`config.mk`:
```
export PLATFORM = sky130hd
export DESIGN_NAME = weight_loader
export DESIGN_NICKNAME = d
export VERILOG_FILES = /design/src/rtl/weight_loader.sv
export SDC_FILE = /design/constraint.sdc
export NUM_CORES = 1
export LEC_CHECK = 0
export CORE_MARGIN = 2
export CORE_UTILIZATION = 55
export DETAILED_ROUTE_END_ITERATION = 8
export GPL_ROUTABILITY_DRIVEN = 0
export HOLD_SLACK_MARGIN = 0.02
export PLACE_DENSITY = 0.77
export SYNTH_ARGS = -nofsm -noshare
export SYNTH_HDL_FRONTEND = slang
export SYNTH_SLANG_ARGS = --single-unit
```
`constraint.sdc`:
```
create_clock -name clk_i -period 3.2 [get_ports clk_i]
set_clock_uncertainty 0.1 [all_clocks]
set_input_delay 0.48 -clock clk_i [delete_from_list [all_inputs] [get_ports clk_i]]
set_output_delay 0.48 -clock clk_i [all_outputs]
set_load 0.05 [all_outputs]
```
`src/rtl/weight_loader.sv`:
```
// Weight-stage feeder for the systolic array: buffers one tile, drains it skewed
// to the PE column tops, then ripples a bank-select toggle across the columns.
module weight_loader #(
    parameter int unsigned DATA_WIDTH = 8,
    parameter int unsigned ROWS       = 4,
    parameter int unsigned COLS       = 4
) (
    input  logic                           clk_i,
    input  logic                           rst_ni,
    input  logic                           s_valid_i,
    output logic                           s_ready_o,
    input  logic [COLS*DATA_WIDTH-1:0]     s_data_i,
    input  logic                           swap_en_i,
    output logic [COLS*(DATA_WIDTH+2)-1:0] weight_o,
    output logic                           active_bank_o,
    output logic                           busy_o,
    output logic                           tile_done_o
);

    localparam int unsigned STEPS = ROWS + COLS - 1;
    localparam int unsigned RW    = (ROWS > 1) ? $clog2(ROWS) : 1;
    localparam int unsigned KW    = (STEPS > 1) ? $clog2(STEPS) : 1;
    localparam int unsigned CW    = (COLS > 1) ? $clog2(COLS) : 1;
    localparam int unsigned WW    = DATA_WIDTH + 2;

    typedef enum logic [2:0] {IDLE, FILL, DRAIN, WAIT_SWAP, SWAP} state_t;

    state_t                      state_q;
    logic [RW-1:0]               j_q;
    logic [KW-1:0]               k_q;
    logic [CW-1:0]               sw_q;
    logic                        bank_q;
    logic                        s_ready_q;
    logic                        busy_q;
    logic                        done_q;
    logic [COLS*DATA_WIDTH-1:0]  buf_q [ROWS];
    logic [COLS*DATA_WIDTH-1:0]  buf_d [ROWS];
    logic [DATA_WIDTH-1:0]       data_q [COLS];
    logic [DATA_WIDTH-1:0]       data_d [COLS];
    logic [COLS-1:0]             valid_q;
    logic [COLS-1:0]             valid_d;
    logic [COLS-1:0]             sel_q;

    logic hs;
    logic last_beat;
    logic swap_go;
    logic emit;
    int   emit_k;

    // Buffer write-through and next drain word; the word for step 0 is formed
    // on the last-beat edge, so it must see that beat before it is stored.
    always_comb begin
        hs        = s_valid_i && s_ready_q;
        last_beat = hs && (j_q == RW'(ROWS - 1));
        swap_go   = (state_q == WAIT_SWAP) && swap_en_i;
        for (int r = 0; r < int'(ROWS); r++) begin
            buf_d[r] = buf_q[r];
        end
        if (hs) begin
            buf_d[j_q] = s_data_i;
        end
        emit   = last_beat || ((state_q == DRAIN) && (k_q != KW'(STEPS - 1)));
        emit_k = (state_q == DRAIN) ? int'(k_q) + 1 : 0;
        for (int c = 0; c < int'(COLS); c++) begin
            data_d[c]  = '0;
            valid_d[c] = 1'b0;
            if (emit && (emit_k >= c) && ((emit_k - c) < int'(ROWS))) begin
                data_d[c]  = buf_d[RW'(emit_k - c)][c*DATA_WIDTH +: DATA_WIDTH];
                valid_d[c] = 1'b1;
            end
        end
    end

    // Control FSM with registered outputs.
    always_ff @(posedge clk_i or negedge rst_ni) begin
        if (!rst_ni) begin
            state_q   <= IDLE;
            j_q       <= '0;
            k_q       <= '0;
            sw_q      <= '0;
            bank_q    <= 1'b0;
            s_ready_q <= 1'b0;
            busy_q    <= 1'b0;
            done_q    <= 1'b0;
            valid_q   <= '0;
            sel_q     <= '0;
            for (int r = 0; r < int'(ROWS); r++) begin
                buf_q[r] <= '0;
            end
            for (int c = 0; c < int'(COLS); c++) begin
                data_q[c] <= '0;
            end
        end else begin
            for (int r = 0; r < int'(ROWS); r++) begin
                buf_q[r] <= buf_d[r];
            end
            for (int c = 0; c < int'(COLS); c++) begin
                data_q[c] <= data_d[c];
            end
            valid_q <= valid_d;
            // Bank-select skew chain: column c follows column 0 by c cycles.
            sel_q[0] <= bank_q ^ swap_go;
            for (int c = 1; c < int'(COLS); c++) begin
                sel_q[c] <= sel_q[c-1];
            end
            case (state_q)
                IDLE, FILL: begin
                    s_ready_q <= 1'b1;
                    if (hs) begin
                        busy_q <= 1'b1;
                        if (last_beat) begin
                            state_q   <= DRAIN;
                            j_q       <= '0;
                            k_q       <= '0;
                            s_ready_q <= 1'b0;
                        end else begin
                            state_q <= FILL;
                            j_q     <= j_q + RW'(1);
                        end
                    end
                end
                DRAIN: begin
                    if (k_q == KW'(STEPS - 1)) begin
                        state_q <= WAIT_SWAP;
                    end else begin
                        k_q <= k_q + KW'(1);
                    end
                end
                WAIT_SWAP: begin
                    if (swap_en_i) begin
                        bank_q  <= ~bank_q;
                        state_q <= SWAP;
                        sw_q    <= '0;
                        done_q  <= (COLS == 1);
                    end
                end
                SWAP: begin
                    if (sw_q == CW'(COLS - 1)) begin
                        state_q   <= IDLE;
                        s_ready_q <= 1'b1;
                        busy_q    <= 1'b0;
                        done_q    <= 1'b0;
                    end else begin
                        sw_q   <= sw_q + CW'(1);
                        done_q <= ((int'(sw_q) + 2) == int'(COLS));
                    end
                end
                default: state_q <= IDLE;
            endcase
        end
    end

    for (genvar c = 0; c < int'(COLS); c++) begin : g_col
        assign weight_o[c*WW +: WW] = {data_q[c], sel_q[c], valid_q[c]};
    end

    assign s_ready_o     = s_ready_q;
    assign active_bank_o = bank_q;
    assign busy_o        = busy_q;
    assign tile_done_o   = done_q;

endmodule
```
==> results of run 1 <==
[through the flow]
stage | cell area (sq um) | worst slack (ns) | hold WS, ns
after CTS | 9840 | 0.384 | 0.277
final | 9840 | 0.398 | 0.274
after detailed placement | 9250 | 0.422 | 0.261
after floorplan | 8190 | 0.362 | 0.0844
after global placement | 9250 | 0.483 | 0.256
after global routing | 9840 | 0.240 | 0.292
[power by group]
group,switching [mW],internal (mW)
Clock,0.843,1.22
Combinational,2.31,1.72
Sequential,0.525,3.30
Total,3.68,6.25
[cells by family after synthesis]
group / after synthesis / synth area share [%]
compound gates: 147 / 11.4
xor+xnor: 3 / 0.321
fa+ha+maj: 15 / 2.29
buf+inv: 50 / 2.69
flops: 182 / 55.6
mux: 100 / 13.9
simple gates: 265 / 13.8
[area by class of cell]
class / count / area share, %
clock buffer: 23 / 4.96
clock inverter: 8 / 0.992
inverter: 11 / 0.470
multi-input combinational: 530 / 34.7
sequential: 182 / 46.3
tap: 184 / 2.34
timing repair buffer: 106 / 10.3
[cell usage after synthesis]
cell type  instances
or4b_1             1
a31oi_1            4
clkinv_4           1
inv_1              9
a21oi_2            2
buf_2             10
and4_4             1
inv_2              1
a21o_1             1
a32oi_1            1
o22ai_1           57
nand2b_1           2
a211oi_2           1
o21ai_1            2
o211a_1           16
o211ai_1           2
nor3_1             3
o21ai_0           39
or3b_1             1
a21bo_2            1
nor4_4             1
nor4b_1            1
clkbuf_1          22
nand3_1            8
buf_1              4
ha_1              15
buf_6              1
or3_1             19
a21oi_1           19
o21ai_2            1
nand2_2            1
and3_1            10
mux2_2            97
nor2_1           100
nor3b_1            1
a211oi_1           1
buf_4              2
nand2_1          116
xor2_1             1
mux2_4             3
xnor2_1            2
dfrtp_1          182
[registers in the layout, indices dropped and copies added (netlist names)]
name,cells
buf_q,128
active_bank_o,1
tile_done_o,1
k_q,3
sw_q,2
j_q,2
state_q,3
weight_o,32
sel_q,4
valid_q,4
s_ready_o,1
busy_o,1
[worst reg2reg max path, cell delays in order, from the launching register on]
cell     delay [ns]
dfrtp_1        0.43
nor3b_1        0.49
nand2_1        0.19
ha_1           0.29
ha_1           0.25
o21ai_2        0.07
a31oi_1        0.09
nor4_4         0.59
o211a_1        0.25
[how the worst min path moves through the flow]
stage                     startpoint       endpoint  slack (ns)
after global placement      sel_q[2]       sel_q[3]        0.26
final                       sel_q[2]       sel_q[3]        0.27
after CTS                   sel_q[0]       sel_q[1]        0.28
after floorplan               rst_ni  active_bank_o        0.08
after global routing        sel_q[1]       sel_q[2]        0.29
after detailed placement    sel_q[2]       sel_q[3]        0.26
[routing by layer]
layer	track usage, %	share of wire [%]
met2	45.4	52
met1	34.5	42
met4	9.31	1.6
met3	4.72	3.9
met5	0	0
[repair_timing]
action	in CTS	in global routing
buffers inserted	0	0
endpoints found under the hold margin	65	0
hold buffers	1	0
==> impl_metrics.json, run 1 <==
{
  "cp_top_family": "simple AND/OR/NAND/NOR gates",
  "setup-tns-final_ns": 0,
  "detail-route-antenna-nets": 0,
  "rr_worst_depth": 8,
  "slew_viol_final": 0,
  "path_cells": "nor3b_1 -> nand2_1 -> ha_1 -> ha_1 -> o21ai_2 -> a31oi_1 -> nor4_4 -> o211a_1",
  "final_core_utilization_pct": 67.7,
  "crit_buf_inv": 0,
  "drt_iter0_drc": 523,
  "num_antenna_cells": 0,
  "crit_path_end_kind": "flop",
  "cp.depth": 8,
  "drv_cap": 0,
  "final-hold-violation-count": 0,
  "final_cell_mix": "dfrtp_1 (182), nand2_1 (116), nor2_1 (100), mux2_2 (97), clkdlybuf4s50_1 (78)",
  "rrSetupSlack_ns": 0.40,
  "max_stage_delay_ns": 0.59,
  "static-leakage-power_nw": 4.65,
  "register_area_sq_um": 4550,
  "drc_errors": 0,
  "drive_gt1_share_pct": 19.3,
  "finalCritPeriodShare_pct": 87.6,
  "irDropWorstVdd_v": 0.000521,
  "clockRootBuffer": "clkbuf_16",
  "cts_tree": "built",
  "fin_nets": 899,
  "cts_sinks": 182,
  "dieArea_sq_um": 15900,
  "wl_per_cell_um": 19.2,
  "synth_area_leaders": "dfrtp_1 (56%), mux2_2 (13%), nand2_1 (5.3%), nor2_1 (4.6%), o22ai_1 (4.4%)",
  "cts_resized": 0,
  "synth_top_cell_by_area": "dfrtp_1",
  "grt_pass1_vias": 6622,
  "coreArea_sq_um": 14500,
  "cts_max_path_buffers": 2,
  "syn2layout_area_growth_pct": 20.2,
  "worstPathMaxFanout": 9,
  "h-tree-depth": 4,
  "multi_input_area_sq_um": 3410,
  "crit_type": "flop to flop",
  "nFillCells": 1079,
  "dieHeight_um": 126,
  "slew_headroom_pct": 46.3,
  "worst_slew_pin_slew_ns": 0.804,
  "r2r_end": "weight_o[16]",
  "critPathLaunch": "state_q[2]",
  "hp-class": "flop to flop",
  "dpl.hpwl_um": 12500,
  "final_common_cell": "dfrtp_1",
  "num_rows": 44,
  "max_freq_mhz": 357,
  "cellPowerDensity_nw_per_um2": 1010,
  "min_period_ns": 2.80,
  "r2r-start": "state_q[2]",
  "min_path_cells": 0,
  "synth_nets": 813,
  "clk_latency_ns": 0.43,
  "drt_pass1_iterations": 5,
  "yosysSeqAreaShare_pct": 55.6,
  "synth_cell_type_count": 42,
  "dieWidth_um": 126,
  "crit_arrival_ns": 3.08,
  "vias_per_cell": 5.98,
  "syn-cell-area_sq_um": 8190,
  "crit_path_end": "weight_o[16]",
  "critPathRequiredTime_ns": 3.47,
  "port_buffers": 79,
  "route.vias.total": 6239,
  "grt_usage_pct": 26.6,
  "fin_cells": 1044,
  "clk_pin_slew_ns": 0.07,
  "initial_utilization_pct": 56.3,
  "total_power_mw": 9.93,
  "status": "finished clean",
  "slowest_stage": "nor4_4",
  "syn_inst": 762,
  "avgSynthCellArea_sq_um": 10.7,
  "yosys_warnings": 0,
  "gr-total-overflow": 0,
  "antenna_found_initial": 0,
  "synth_top_area_share_pct": 55.6,
  "pin_count": 80,
  "synth-seq-cells": 182,
  "grt_pass1_wl_um": 33300,
  "routed_wl_um": 20100,
  "cp_common_cell": "ha_1",
  "cts_made_buffers": 17,
  "grt_max_degree": 76,
  "rsz0062_at_grt": "false",
  "start_kind": "flop",
  "setup_viol": 0,
  "dpl.cell_count": 1012
}
Power figures use the tool's default switching activity.
==> inputs of run 2 (changes only) <==
CTS_BUF_LIST = sky130_fd_sc_hd__clkbuf_8   (was not set)
HOLD_SLACK_MARGIN = 0.1   (was 0.02)
==> run 2 against run 1 <==
Fmax down 0.29%. Register-to-register slack about the same. Clock power down 25%. Flip-flop and latch count unchanged. Sequential power about the same. Critical endpoint is now weight_o[19]. Core utilization down 1.3 points.
==> impl_metrics.json, run 2 (synthesis gave the netlist of run 1 again) <==
{
  "rr_worst_depth": 6,
  "final_cell_mix": "dfrtp_1 (182), nand2_1 (116), nor2_1 (100), mux2_2 (97), clkdlybuf4s50_1 (78)",
  "cts_max_path_buffers": 2,
  "irDropWorstVdd_v": 0.000454,
  "min_path_cells": 0,
  "fin_nets": 899,
  "coreArea_sq_um": 14500,
  "post-cts-setup-buffers": 0,
  "final_core_utilization_pct": 66.4,
  "static-leakage-power_nw": 4.58,
  "drv_cap": 0,
  "rrSetupSlack_ns": 0.39,
  "r2r-start": "k_q[0]",
  "regMostFlops": "buf_q",
  "worstPathMaxFanout": 17,
  "dieWidth_um": 126,
  "r2r_end": "weight_o[19]",
  "num_antenna_cells": 0,
  "syn2layout_area_growth_pct": 17.8,
  "setup_viol": 0,
  "routed_wl_um": 19600,
  "final-hold-violation-count": 0,
  "setup-tns-final_ns": 0,
  "clockRootBuffer": "clkbuf_8",
  "drc_errors": 0,
  "finalCritPeriodShare_pct": 87.8,
  "slew_headroom_pct": 46.3,
  "hp-class": "flop to flop",
  "vias_per_cell": 5.97,
  "grt_pass1_wl_um": 32700,
  "drt_pass1_iterations": 5,
  "drt_iter0_drc": 446,
  "start_kind": "flop",
  "status": "finished clean",
  "nFillCells": 1105,
  "wl_per_cell_um": 18.8,
  "placed_area_sq_um": 9250,
  "crit_arrival_ns": 3.07,
  "clk_pin_slew_ns": 0.09,
  "route.vias.total": 6230,
  "port_buffers": 79,
  "grt_max_degree": 76,
  "rsz0062_at_grt": "false",
  "crit_type": "flop to flop",
  "num_rows": 44,
  "cts_sinks": 182,
  "cts_tree": "built",
  "initial_utilization_pct": 56.3,
  "fin_cells": 1044,
  "drive_gt1_share_pct": 19.3,
  "holdWs_ns": 0.280,
  "slew_viol_final": 0,
  "pin_count": 80,
  "grt_pass1_vias": 6561,
  "worst_slack_ns": 0.390,
  "critPathRequiredTime_ns": 3.46,
  "dp_slack_ns": 0.422,
  "largest_reg_flops": 128,
  "hp-start": "sel_q[2]",
  "slowest_stage": "or4b_1",
  "crit_path_end_kind": "flop",
  "dpl.hpwl_um": 12500,
  "fin_area_sq_um": 9650,
  "dieHeight_um": 126,
  "total_power_mw": 9.36,
  "gr-total-overflow": 0,
  "detail-route-antenna-nets": 0,
  "path_cells": "or4b_1 -> clkinv_4 -> nand2_1 -> o22ai_1 -> o21ai_0 -> o211a_1",
  "h-tree-depth": 4,
  "dpl.cell_count": 1012,
  "dieArea_sq_um": 15900,
  "final_common_cell": "dfrtp_1",
  "antenna_found_initial": 0,
  "worst_slew_pin_slew_ns": 0.803,
  "cellPowerDensity_nw_per_um2": 970,
  "max_freq_mhz": 356,
  "clk_latency_ns": 0.47,
  "hold_end": "sel_q[3]",
  "cts_made_buffers": 17,
  "grt_usage_pct": 26.0,
  "min_period_ns": 2.81,
  "max_stage_delay_ns": 0.78
}
run 2: worst max path at each step:
| stage | endpoint | start | slack [ns] | cells after the start |
|---|---|---|---|---|
| finish | weight_o[19] | k_q[0] | 0.39 | 6 |
| floorplan | weight_o[12] | state_q[2] | 0.36 | 10 |
| detailed placement | weight_o[16] | k_q[0] | 0.42 | 6 |
| global placement | weight_o[17] | k_q[0] | 0.48 | 6 |
| global route | weight_o[15] | k_q[0] | 0.26 | 6 |
| CTS | weight_o[16] | k_q[0] | 0.38 | 6 |
run 2: per-layer routing:
metal | global-route usage [%] | vias to the layer above | share of wire (%) | wire, um
li1 | - | 2844 | - | -
met5 | 0 | - | 0 | 0
met4 | 10.1 | 0 | 2.3 | 454
met3 | 4.59 | 42 | 4.7 | 915
met1 | 33.6 | 3160 | 42 | 8320
met2 | 43.9 | 184 | 51 | 9900
run 2: worst max-delay path, delay by kind of cell, from the launching register on:
kind / cells / cell delay, ns
simple gates: 2 / 1.30
compound gates: 3 / 0.62
flops: 1 / 0.44
buf+inv: 1 / 0.25
run 2: layout make-up:
class | count | area [sq um] | share of cell area [%]
Inverter | 11 | 46.3 | 0.480
Clock inverter | 10 | 105 | 1.09
Clock buffer | 21 | 289 | 3.00
Multi-Input combinational cell | 530 | 3410 | 35.4
Tap cell | 184 | 230 | 2.39
Timing Repair Buffer | 106 | 1010 | 10.5
Sequential cell | 182 | 4550 | 47.2
run 2: what timing repair did:
item | 4_1_cts | 5_1_grt
resized for setup | 0 | 0
hold buffers | 1 | 0
endpoints found under the hold margin | 65 | 0
run 2: power by group:
part	switching, mW	leakage (nW)	internal [mW]
clock	0.786	0.202	0.762
combinational	2.28	2.12	1.72
sequential	0.513	2.25	3.29
total	3.58	4.58	5.78
==> patch 1 (config.mk and constraints of run 1) <==
The 5 states of `state_t` get a Gray code encoding in 3 bits.
--- a/src/rtl/weight_loader.sv
+++ b/src/rtl/weight_loader.sv
@@ -25,3 +25,3 @@
 
-    typedef enum logic [2:0] {IDLE, FILL, DRAIN, WAIT_SWAP, SWAP} state_t;
+    typedef enum logic [2:0] {IDLE = 3'b000, FILL = 3'b001, DRAIN = 3'b011, WAIT_SWAP = 3'b010, SWAP = 3'b110} state_t;
 
Check against the original RTL: no difference found for any inputs over 4 cycles, from zero or initial values and one cycle with rst_ni low; so few cycles prove little.
==> patch 1 against run 1 <==
- synthesized area up 0.60%
- sequential power rose by 3%
- total power is 18% higher
- sequential cell count stayed put
- wire length down 7.7%
- sequential share of layout area about the same
- clock power increased by 3%
- core utilization shrank 0.23 points
- via count is 7.8% lower
- final area about the same
- setup slack got worse by 0.040 ns
==> patch 1: results (changes against run 1) <==
metric,value,unit,change
Setup WS pre-CTS,0.4519,ns,+0.03035 ns
worst hold path endpoint,sel_q[2]$_DFF_PN0_,,
outcome,finished clean,,
Syn Nets,733,,-9.8%
DR WL met3,951,µm,+20%
Tot GR Track Use,24.44,%,-2.2 points
met3 usage,5.230,%,+0.51 points
Reg2Reg Depth,7,,-1
hold_ws,0.2834,ns,+0.009374 ns
Leakage,4.450,nW,-4.4%
Tcrit/Tclk final,88.81,%,+1.2 points
post-placement cell area,9241,µm²,about the same
post-DR wirelength/cell,19.31,µm,+0.37%
mux cell area share after synthesis,18.56,%,+4.7 points
Worst Setup EP,weight_o[29]$_DFF_PN0_,,
layout cell share with drive strength beyond 1,25.64,%,+6.3 points
1st-iter DRT viols,427,,-18%
synth top area cells,"dfrtp_1 55%, mux2_2 18%, o22ai_1 4.3%",,
sequential area share after synthesis,55.29,%,-0.33 points
Hold Path Origin,sel_q[1]$_DFF_PN0_,,
vias in the first global route,5885,,-11%
routing usage on met1,31.97,%,-2.6 points
first-pass GRT wire length,30.67,mm,-8.0%
xor-xnor portion of the synthesized cell area,0.3190,%,-0.0019 points
actual slew at the worst max-slew pin,0.8261,ns,+0.02203 ns
compound-gate portion of the synthesized area,12.06,%,+0.71 points
GR Util met2,40.33,%,-5.1 points
Max VDD drop,0.6123,mV,+17%
Crit. Startpoint,state_q[1]$_DFFE_PN0P_,,
area share of fa/ha/maj cells after synthesis,2.278,%,-0.014 points
"top cells by count, synth","182 x dfrtp_1, 130 x mux2_2, 81 x nor2_1, 57 x o22ai_1, 39 x o21ai_0",,
CP arrival,3.09,ns,about the same
metal1 wirelength,7.996,mm,-5.7%
# fillers,1037,,-3.9%
nets,816,,-9.2%
==> patch 1: cell count changes in the layout (fill, tap and decap cells not counted), sizes merged, moves of 5 or more <==
cell	change
nand2	-84
mux2	+33
or3	-18
nor2	-17
a21oi	-8
o21a	+8
nor3	+7
buf	-5
==> patch 1: power breakdown <==
group | switching, mW | internal (mW) | total (mW)
Combinational | 3.23 | 2.41 | 5.63
Clock | 0.819 | 1.31 | 2.13
Sequential | 0.546 | 3.38 | 3.92
Total | 4.59 | 7.09 | 11.7
==> patch 1: through the flow <==
stage          power (mW)  cells
2_1_floorplan       7.924    682
6_report            11.68    960
4_1_cts             11.70    960
3_3_place_gp        9.250    929
5_1_grt             12.39    960
3_5_place_dp        9.504    929
==> patch 1: final cells by class <==
type / count / share of cell area, %
Sequential cell: 182 / 46.26
Multi-Input combinational cell: 453 / 35.07
Timing Repair Buffer: 101 / 9.875
Clock buffer: 27 / 5.109
Tap cell: 184 / 2.339
Clock inverter: 3 / 0.9151
Inverter: 10 / 0.4321
==> patch 2 (config.mk and constraints of run 1) <==
Without the edit above. The parameter `COLS` goes from 4 to 2.
--- a/src/rtl/weight_loader.sv
+++ b/src/rtl/weight_loader.sv
@@ -5,3 +5,3 @@
     parameter int unsigned ROWS       = 4,
-    parameter int unsigned COLS       = 4
+    parameter int unsigned COLS       = 2
 ) (
Ports: changed (resized s_data_i and weight_o); port bits go from 80 to 44. No check against the original RTL was run, so the function may have changed too.
==> patch 2 against run 1 <==
- combinational power fell by 43%
- wire length fell by 61%
- sequential cell count decreased by 85
- final area decreased by 49%
- setup slack better by 0.31 ns
- synthesized area decreased by 47%
- non-clock buffer count shrank 53
- maximum frequency grew 13%
- total power decreased by 49%
- critical path type unchanged
- critical endpoint is now weight_o[19]$_DFF_PN0_
==> patch 2: results (changes against run 1) <==
metric,value,unit,change
asr flop ratio synth,100.0,%,unchanged
most flop-heavy register,buf_q,,
DR WL met3,234,µm,-70%
htree depth,3,,-1
DP HPWL,5.184,mm,-58%
CP arrival,2.63,ns,-0.45 ns
outcome,finished clean,,
clock latency on the worst-skew pair,0.35,ns,-0.08 ns
Leakage,2.204,nW,-53%
routed vias/inst,5.689,,-4.8%
sequential area share after synthesis,56.40,%,+0.78 points
layout cell share with drive strength beyond 1,31.91,%,+13 points
switch share,35.11,%,-2.0 points
post-DR wirelength/cell,17.34,µm,-9.9%
drt first pass iters,4,,-1
root buffer cell,clkbuf_8,,
actual slew at the worst max-slew pin,0.7413,ns,-0.06276 ns
Reg2Reg Depth,5,,-3
worst r2r dst,weight_o[19]$_DFF_PN0_,,
vias in the first global route,2684,,-59%
Hold Crit Class,in -> async,,
compound-gate portion of the synthesized area,6.831,%,-4.5 points
Worst-path clk slew,0.09,ns,+0.02 ns
worst r2r src,state_q[1]$_DFFE_PN0P_,,
max FFs per register,64,,-50%
1st-iter DRT viols,96,,-82%
port bufs,43,,-46%
mux cell area share after synthesis,24.16,%,+10 points
area share of fa/ha/maj cells after synthesis,2.326,%,+0.034 points
"top cells by count, synth","97 x dfrtp_1, 71 x mux2_2, 12 x nand2_1, 9 x o211a_1",,
first-pass GRT wire length,13.25,mm,-60%
metal1 wirelength,3.768,mm,-56%
Die X-Extent,92.46,µm,-27%
synth top area cells,"dfrtp_1 56%, mux2_2 19%, mux4_2 4.2%",,
xor-xnor portion of the synthesized cell area,0.6105,%,+0.29 points
largest net degree at the start of global routing,59,,-22%
crit path max-delay cell type,dfrtp_1,,
routed wl met2,3.714,mm,-65%
CP max stage delay,0.57,ns,-0.02 ns
# fillers,550,,-49%
total CTS buffers,9,,-8
Max VDD drop,0.4960,mV,-4.8%
Syn Nets,326,,-60%
nets,374,,-58%
hold_ws,0.06891,ns,-0.2052 ns
Tot GR Track Use,20.16,%,-6.5 points
post-placement cell area,4853,µm²,-48%
worst-path fanout max,14,,+5
"setup slack, reg-to-reg",0.71,ns,+0.31 ns
## patch 2: changes by cell type after synthesis, sizes merged, moves of 15 or more
| cell | run 1 | this run |
|---|---|---|
| o21ai | 42 | 4 |
| mux2 | 100 | 73 |
| or3 | 19 | 2 |
| nor2 | 100 | 8 |
| dfrtp | 182 | 97 |
| nand2 | 117 | 13 |
| a21oi | 21 | 6 |
| clkbuf | 22 | 6 |
| o22ai | 57 | 1 |
## patch 2: kinds of logic (layout without fill, tap and decap cells)
group           after synthesis  count (layout)
flops                        97              97
mux                          84              84
simple gates                 47              47
compound gates               36              36
buf+inv                      23              76
fa+ha+maj                     8               8
xor+xnor                      3               3
## patch 2: how the worst max path moves through the flow
stage                           startpoint  cells after the start                      to
detailed placement               s_valid_i                      6   weight_o[3]$_DFF_PN0_
global placement                 s_valid_i                      6  weight_o[16]$_DFF_PN0_
CTS                     k_q[0]$_DFFE_PN0P_                      6  weight_o[19]$_DFF_PN0_
floorplan               k_q[0]$_DFFE_PN0P_                      8  weight_o[19]$_DFF_PN0_
finish              state_q[1]$_DFFE_PN0P_                      5  weight_o[19]$_DFF_PN0_
global route            k_q[0]$_DFFE_PN0P_                      9  weight_o[13]$_DFF_PN0_
## patch 2: critical path, delay by kind of cell (launching register included)
family | cells | cell delay (ns)
muxes | 1 | 0.53
DFF | 1 | 0.57
adders and majority gates | 1 | 0.46
and+or+nand+nor | 3 | 0.73
## patch 2: per-layer routing
metal | GRT usage [%] | vias up
met5 | 0 | -
met4 | 8.458 | 0
met3 | 3.255 | 11
met2 | 31.51 | 54
met1 | 28.31 | 1328
li1 | - | 1184
## patch 2: area by class of cell
type / instances / area, µm² / area share [%]
Inverter: 7 / 27.53 / 0.5458
Clock inverter: 2 / 37.54 / 0.7442
Sequential cell: 97 / 2427 / 48.13
Clock buffer: 14 / 152.6 / 3.027
Multi-Input combinational cell: 178 / 1755 / 34.81
Timing Repair Buffer: 53 / 515.5 / 10.22
Tap cell: 102 / 127.6 / 2.530
## patch 2: power groups by stage
stage / sequential (mW) / combinational [mW] / clock [mW]
3_3_place_gp: 1.98 / 2.26 / 0
2_1_floorplan: 2.22 / 1.52 / 0
3_5_place_dp: 2.01 / 2.32 / 0
4_1_cts: 1.99 / 2.32 / 0.796
6_report: 1.98 / 2.30 / 0.782
5_1_grt: 2.04 / 2.49 / 0.847
## patch 2: per-stage QoR
stage / total power [mW] / worst slack (ns) / instances
final: 5.065 / 0.7118 / 453
after global routing: 5.386 / 0.4976 / 453
after CTS: 5.107 / 0.7083 / 453
after detailed placement: 4.329 / 0.4427 / 437
after global placement: 4.248 / 0.5099 / 437
after floorplan: 3.733 / 0.4645 / 298
